**config.mk**
```make
export PLATFORM = sky130hd
export DESIGN_NAME = branch_predictor
export DESIGN_NICKNAME = d
export VERILOG_FILES = /design/src/rtl/branch_predictor.sv
export SDC_FILE = /design/constraint.sdc
export NUM_CORES = 1
export LEC_CHECK = 0
export ABC_AREA = 1
export BUFFER_PORTS_ARGS = -buffer_cell sky130_fd_sc_hd__buf_2
export CORE_ASPECT_RATIO = 1.75
export CORE_MARGIN = 1
export CORE_UTILIZATION = 30
export CTS_CLUSTER_DIAMETER = 80
export DETAILED_ROUTE_END_ITERATION = 12
export PLACE_DENSITY = 0.56
export SLEW_MARGIN = 20
export SYNTH_ARGS = -nofsm -noshare
export SYNTH_HDL_FRONTEND = slang
export SYNTH_SLANG_ARGS = --single-unit
```
**constraint.sdc**
```tcl
create_clock -name clk -period 3.3 [get_ports clk]
set_input_delay 0.66 -clock clk [delete_from_list [all_inputs] [get_ports clk]]
set_output_delay 0.66 -clock clk [all_outputs]
set_load 0.005 [all_outputs]
```
**src/rtl/branch_predictor.sv**
```systemverilog
// branch_predictor: direct-mapped BTB with 2-bit counters, read-before-write lookup.
// Optional statistics counters are enabled by defining BP_STATS_EN.
module branch_predictor #(
  parameter int BTB_IDX_BITS = 4
) (
  input  logic        clk,
  input  logic        reset,
  input  logic [15:0] pc,
  output logic [15:0] pred_pc,
  output logic        pred_taken,
  input  logic        upd_valid,
  input  logic [15:0] upd_pc,
  input  logic [15:0] upd_target,
  input  logic        upd_taken,
  input  logic        upd_cond,
  input  logic [2:0]  flush_code,
  output logic [15:0] lookup_cnt,
  output logic [15:0] mispred_cnt
);
  localparam int N  = 1 << BTB_IDX_BITS;
  localparam int TW = 16 - BTB_IDX_BITS;
  logic [N-1:0]            valid_q, unc_q;
  logic [TW-1:0]           tag_q [N];
  logic [15:0]             tgt_q [N];
  logic [1:0]              ctr_q [N];
  logic [BTB_IDX_BITS-1:0] ridx, widx;
  logic                    hit, uhit, we;
  logic [1:0]              ctr_d, uctr;
  assign ridx       = pc[BTB_IDX_BITS-1:0];
  assign widx       = upd_pc[BTB_IDX_BITS-1:0];
  assign hit        = valid_q[ridx] && tag_q[ridx] == pc[15:BTB_IDX_BITS];
  assign pred_taken = hit && (unc_q[ridx] || ctr_q[ridx][1]);
  assign pred_pc    = pred_taken ? tgt_q[ridx] : pc + 16'd1;
  assign uhit       = valid_q[widx] && tag_q[widx] == upd_pc[15:BTB_IDX_BITS];
  assign uctr       = ctr_q[widx];
  assign we         = upd_valid && (uhit || upd_taken);
  // jumps pin the counter at strong-taken; fresh conditional entries start weak-taken
  always_comb begin
    ctr_d = !upd_cond ? 2'd3 :
            !uhit     ? 2'd2 :
            upd_taken ? (uctr == 2'd3 ? 2'd3 : uctr + 2'd1) :
                        (uctr == 2'd0 ? 2'd0 : uctr - 2'd1);
  end
  always_ff @(posedge clk) begin
    if (reset) begin
      valid_q <= '0;
      unc_q   <= '0;
      for (int i = 0; i < N; i++) begin
        tag_q[i] <= '0;
        tgt_q[i] <= '0;
        ctr_q[i] <= 2'd1;
      end
    end else if (we) begin
      valid_q[widx] <= 1'b1;
      unc_q[widx]   <= !upd_cond;
      tag_q[widx]   <= upd_pc[15:BTB_IDX_BITS];
      tgt_q[widx]   <= upd_target;
      ctr_q[widx]   <= ctr_d;
    end
  end
`ifdef BP_STATS_EN
  logic [15:0] lcnt_q, mcnt_q;
  always_ff @(posedge clk) begin
    if (reset) begin
      lcnt_q <= '0;
      mcnt_q <= '0;
    end else begin
      if (upd_valid && lcnt_q != 16'hFFFF) lcnt_q <= lcnt_q + 16'd1;
      if (flush_code != 3'd0 && mcnt_q != 16'hFFFF) mcnt_q <= mcnt_q + 16'd1;
    end
  end
  assign lookup_cnt  = lcnt_q;
  assign mispred_cnt = mcnt_q;
`else
  logic unused_flush;
  assign unused_flush = ^flush_code;
  assign lookup_cnt   = '0;
  assign mispred_cnt  = '0;
`endif
endmodule

```
---- Word level (Yosys, flattened, before mapping) ----
Memory sizes are Yosys's and may differ from the RTL's.
Cells that the tools add are included.
storage, ports and cells
  register bits ........................... 32
  bits in writable memories ............... 480
  input port bits ......................... 56
  output and inout port bits .............. 49
  logic and storage cells ................. 56
  memories kept ........................... 3
operators by class
  add/subtract/negate cells ............... 3
  $lt $le $gt $ge ......................... 3
  eq/ne operators ......................... 3
  muxes and demuxes ....................... 29
  bitwise logic cells ..................... 1
  reductions and logical operators ........ 12
memories
  name   words  width  read ports  clocked after Yosys merged registers in  write ports  line  source
  tgt_q  16     16     1           0                                        16           24    logic [15:0] tgt_q [N];
  tag_q  16     12     2           0                                        16           23    logic [TW-1:0] tag_q [N];
  ctr_q  16     2      2           0                                        16           25    logic [1:0] ctr_q [N];
operator list
  cell                   number
  $mux 16                2
  $eq 12x12->1           2
  $add 16x1->16 const B  1
  $bwmux 16              1
  $or 16x16->16          1
  $reduce_or 16->1       1
  $bmux 1 s4             3
  $mux 1                 12
  $mux 12                1
  $mux 2                 6
  $mux 4                 3
  $reduce_or 12->1       1
  $lt 4x5->1 const B     2
  $logic_and 1x1->1      5
  $demux 1 s4            1
  $ge 4x1->1 const B     1
  $add 2x1->2 const B    1
  $eq 2x2->1 const B     1
  $logic_not 2->1        1
  $logic_or 1x1->1       2
  $reduce_or 2->1        1
  $sub 2x1->2 const B    1
  $logic_not 1->1        1

---- Depth between registers and ports, before layout ----
  depth in word-level cells ............... 10
  mapped depth ............................ 24
  mapped depth without buffers ............ 19

---- Worst setup path after synthesis ----
OpenSTA, ideal clock, no wires.
  path kind ............................... input -> register
  start point ............................. input upd_pc[0]
  end point ............................... memory ctr_q[0][0], enable pin
  arrival time ............................ 3137 ps
  required time ........................... 2913 ps
  path slack .............................. -225 ps
  cell stages on the path ................. 19
  path buffers ............................ 4
  cells stage by stage .................... buf_4 > buf_4 > buf_2 > o21ai_0 > nand2_1 > nand2_1 > nand2_1 > nand2_1 > nor2_1 > nand2_1 > nand2_1 > nor2_1 > nand2_1 > nor2_1 > nand2_1 > nand2_2 > clkbuf_1 > nand3_1 > nand2_1
RTL lines
  what                line  source
  start: declaration  12    input logic [15:0] upd_pc,
  end: declaration    25

---- Final worst setup path ----
  start point ............................. input pc[0]
  end point ............................... output pred_pc[7]
on the way
  word-level cells in the longest chain between the ends .. 5
  elaborated cells on any way between the ends .. 13
  classes of those cells .................. add/sub (1); eq/ne (1); mux (5); reduce/logical (3); memory (3)
RTL lines
  what                                                   line    source
  start: declaration                                     8       input logic [15:0] pc,
  $mem_v2 16x12 (tied with other cells)                  -
  $eq 12x12->1 (tied with other cells)                   31      assign hit = valid_q[ridx] && tag_q[ridx] == pc[15:BTB_IDX_BITS];
  $logic_and 1x1->1 or $logic_or 1x1->1 (tied branches)  31, 32
  $logic_and 1x1->1                                      32      assign pred_taken = hit && (unc_q[ridx] || ctr_q[ridx][1]);
  $mux 16 (*)                                            33      assign pred_pc = pred_taken ? tgt_q[ridx] : pc + 16'd1;
  end: declaration                                       9       output logic [15:0] pred_pc,
Mark *: on every way between the ends. The rest lies on a longest branch, timed or not. The select of a mux whose other input is x is not followed.

==> reports/metrics.json <==
{
  "outcome": {
    "failed_checks": "negative setup slack",
    "run_status": "finished, violations left"
  },
  "synthesis": {
    "main_flop_type_after_synthesis": "sky130_fd_sc_hd__edfxtp_1",
    "yosys_reg_bits": 512,
    "synth-edff-count": 480,
    "postSynthAreaPerCell_um2": 8.78,
    "async_flop_share": 0,
    "ys_warn_count": 0,
    "post_syn_instances": 2919,
    "syn-cell-area_um2": 25600,
    "synth.area.top_cells": "sky130_fd_sc_hd__edfxtp_1 (56%), sky130_fd_sc_hd__nor2_1 (10%), sky130_fd_sc_hd__nand2_1 (9.7%)",
    "post_synth_most_frequent_cells": "sky130_fd_sc_hd__nor2_1 (716), sky130_fd_sc_hd__nand2_1 (659), sky130_fd_sc_hd__edfxtp_1 (480)",
    "yosys-mux-area-fraction": 0,
    "synth_xor_area_frac": 0.00820,
    "dominant_cell_type_by_area_after_synthesis": "sky130_fd_sc_hd__edfxtp_1",
    "netlist-cell-type-count": 33,
    "synthMostInstantiatedCell": "sky130_fd_sc_hd__nor2_1",
    "synth.top_cell.area_share": 0.563,
    "synth-simple-area-share": 0.237,
    "compound_gate_portion_of_the_synthesized_area": 0.105,
    "synth-seq-area-share": 0.588,
    "main_combinational_cell_family_by_area_after_synthesis": "simple AND/OR/NAND/NOR gates",
    "yosys.area_share.adder": 0.000879
  },
  "timing": {
    "post-route-min-period_ns": 3.53,
    "tightestPinTransition_ns": 0.638,
    "slew_viol_final": 0,
    "setup_slack_ns": -0.226,
    "unrepaired_setup_endpoints_after_global_routing": "yes",
    "finClkSkew_ns": 0.0221,
    "max_slew_headroom": 0.574,
    "setup_viol_count_final": 17,
    "final_report_hold_violation_count": 0,
    "min_period_over_period": 1.07,
    "maxClockFrequency_mhz": 284
  },
  "clocking": {
    "cts_max_level": 2,
    "cts-buffers-inserted": 46,
    "tritoncts_clock_tree": "built",
    "cts.root.buffer_cell": "sky130_fd_sc_hd__clkbuf_16",
    "cts.path.max_buffers": 3,
    "cts_num_sinks": 512,
    "clkTransAtPathRegs_ns": 0.07,
    "clk-insertion-delay-late_ns": 0.59
  },
  "hold_path": {
    "min_from": "reset",
    "worst_hold_path.num_cells": 2,
    "worstHoldEndpoint": "valid_q[7]",
    "hold_path_class": "primary input to flip-flop"
  },
  "floorplan": {
    "ios": 105,
    "die_x_um": 223,
    "floorplan.core_area_um2": 84500,
    "die-height_um": 389,
    "fp.dieArea_um2": 86600,
    "rows": 141,
    "initial_utilization": 0.303
  },
  "routing": {
    "drt-pass1-iter-count": 6,
    "detail_route.vias_per_cell": 5.31,
    "met1Wirelength_mm": 36.4,
    "drt.antenna.violating_nets": 0,
    "drtIter0Drc": 2169,
    "wire_per_inst_um": 24.1,
    "totalWireLength_mm": 102,
    "detailroute.via_count": 22600,
    "wl_met3_mm": 6.81,
    "top_layer_used": "met5",
    "wl_met2_mm": 51.8,
    "drcViolationCount": 0
  },
  "power_and_ir_drop": {
    "vdd_ir_drop_max_v": 0.000361,
    "finalPower_uw": 15000,
    "power.leakage_uw": 0.0130,
    "pwr_density_cell_nw_per_um2": 469
  },
  "worst_setup_path": {
    "critPathMaxStageDelay_ns": 0.19,
    "end_kind": "primary output",
    "r2r_slack_ns": 0.17,
    "worstPathRequired_ns": 2.64,
    "reg2reg_depth": 20,
    "path_class": "primary input to primary output",
    "rr_endpoint": "tgt_q[9][1]",
    "worst-path-max-fanout": 14,
    "critical_path.reg2reg.startpoint": "tag_q[0][4]",
    "startpoint_type": "primary input",
    "critPathSlowestCell": "sky130_fd_sc_hd__nor2_4",
    "critical_path.cell_chain": "buf_16, clkinv_16, buf_12, buf_4, a21oi_1, o21ai_0, o21ai_0, nand2_1, nand3_2, xor2_2, buf_4, nand3b_1, nor2_4, buf_6, nand3_2, nand2_2, buf_2",
    "worst-endpoint-arrival_ns": 2.87
  },
  "global_routing": {
    "global_route.usage.total": 0.231,
    "gr-total-overflow": 0,
    "first_global_vias": 21500,
    "grt_pass1_wl_mm": 145,
    "antenna_violations_before_repair": 5,
    "pin_count_of_the_biggest_net_entering_global_routing": 52
  },
  "placed_design": {
    "hpwlAfterDp_mm": 66.3,
    "routabilityCongestion": 0.909,
    "portBuffers": 69,
    "worst_slack_after_detailed_placement_ns": -0.437
  },
  "final_layout": {
    "ratio_of_cells_with_drive_above_1_in_the_final_layout": 0.177,
    "syn_to_final_growth_pct": 24.6,
    "fin_util": 0.378,
    "final_net_count": 3200
  },
  "flow_run": {
    "maxCapViolCount": 0
  }
}
## worst max-delay path: cells and delay by family
kind | cells | cell delay (ns)
compound gates | 3 | 0.30
xor+xnor | 1 | 0.18
simple gates | 6 | 0.70
buf+inv | 7 | 1.01
## cell families (layout without fill, tap and decap cells)
group / Yosys count / count (layout)
buffers and inverters: 362 / 588
other: 1 / 33
adder cells (fa/ha/maj): 2 / 2
AND/OR/NAND/NOR: 1546 / 1546
XOR/XNOR: 24 / 24
AO/OA/AOI/OAI: 472 / 472
flip-flops: 512 / 512
## cell usage in the layout, fill, tap and decap left out, drive strengths merged
master    instances
a21oi            51
a22oi            20
a31oi             1
buf             391
bufbuf            1
bufinv            2
clkbuf           61
clkinv           33
clkinvlp          1
conb             32
dfxtp            32
diode             1
edfxtp          480
ha                1
inv              99
maj3              1
nand2           660
nand3           132
nand3b            2
nand4            26
nor2            720
nor3              6
o211ai           42
o21ai           284
o221ai           29
o22ai            45
xnor2             1
xor2             23
## how the worst max path moves through the flow
stage                        endpoint  startpoint  slack (ns)
after CTS                  pred_pc[2]       pc[1]       -0.16
after floorplan           pred_pc[15]       pc[0]        0.03
final                      pred_pc[7]       pc[0]       -0.23
after global routing      pred_pc[12]       pc[0]       -0.32
after global placement     pred_pc[7]       pc[1]       -0.39
after detailed placement  tgt_q[2][3]   upd_pc[0]       -0.44
## flip-flops by register name (all words and copies together) (netlist names)
| register | cells |
|---|---|
| ctr_q | 32 |
| tag_q | 192 |
| tgt_q | 256 |
| unc_q | 16 |
| valid_q | 16 |
## metrics by stage
| stage | cells | hold slack (ns) | instance area [um^2] | setup TNS [ns] |
|---|---|---|---|---|
| CTS | 4234 | 0.413 | 31400 | -2.25 |
| detailed placement | 4144 | 0.460 | 29600 | -333.92 |
| finish | 4249 | 0.437 | 31900 | -3.20 |
| global route | 4249 | 0.444 | 31900 | -4.95 |
| floorplan | 2950 | 0.445 | 25800 | 0 |
| global placement | 4144 | 0.458 | 29600 | -314.62 |
## metal layers
| metal | global-route usage | up-vias |
|---|---|---|
| met5 | 0 | - |
| met2 | 0.417 | 1120 |
| li1 | - | 10200 |
| met3 | 0.0236 | 319 |
| met1 | 0.258 | 10900 |
| met4 | 0.145 | 2 |
## area by class of cell
class,count,area [um^2]
Inverter,110,452
Antenna cell,1,2.50
Timing Repair Buffer,396,4150
Tap cell,1072,1340
Sequential cell,512,15100
Clock buffer,57,1220
Multi-Input combinational cell,2076,9500
Fill cell,8434,52600
Timing Repair inverter,1,11.3
Clock inverter,24,176
## power breakdown
group	switching, uW	internal, uW	leakage (uW)
Clock	2500	2800	0.000693
Combinational	1380	740	0.00743
Sequential	121	7420	0.00484
Total	4000	11000	0.0130
## what timing repair did
item	4_1_cts	5_1_grt
hold buffers	0	0
pin swaps	17	43
cloned	5	5
setup buffers	5	9
gates resized for setup	57	86
setup endpoints to repair	17	496
Power figures use the tool's default switching activity.
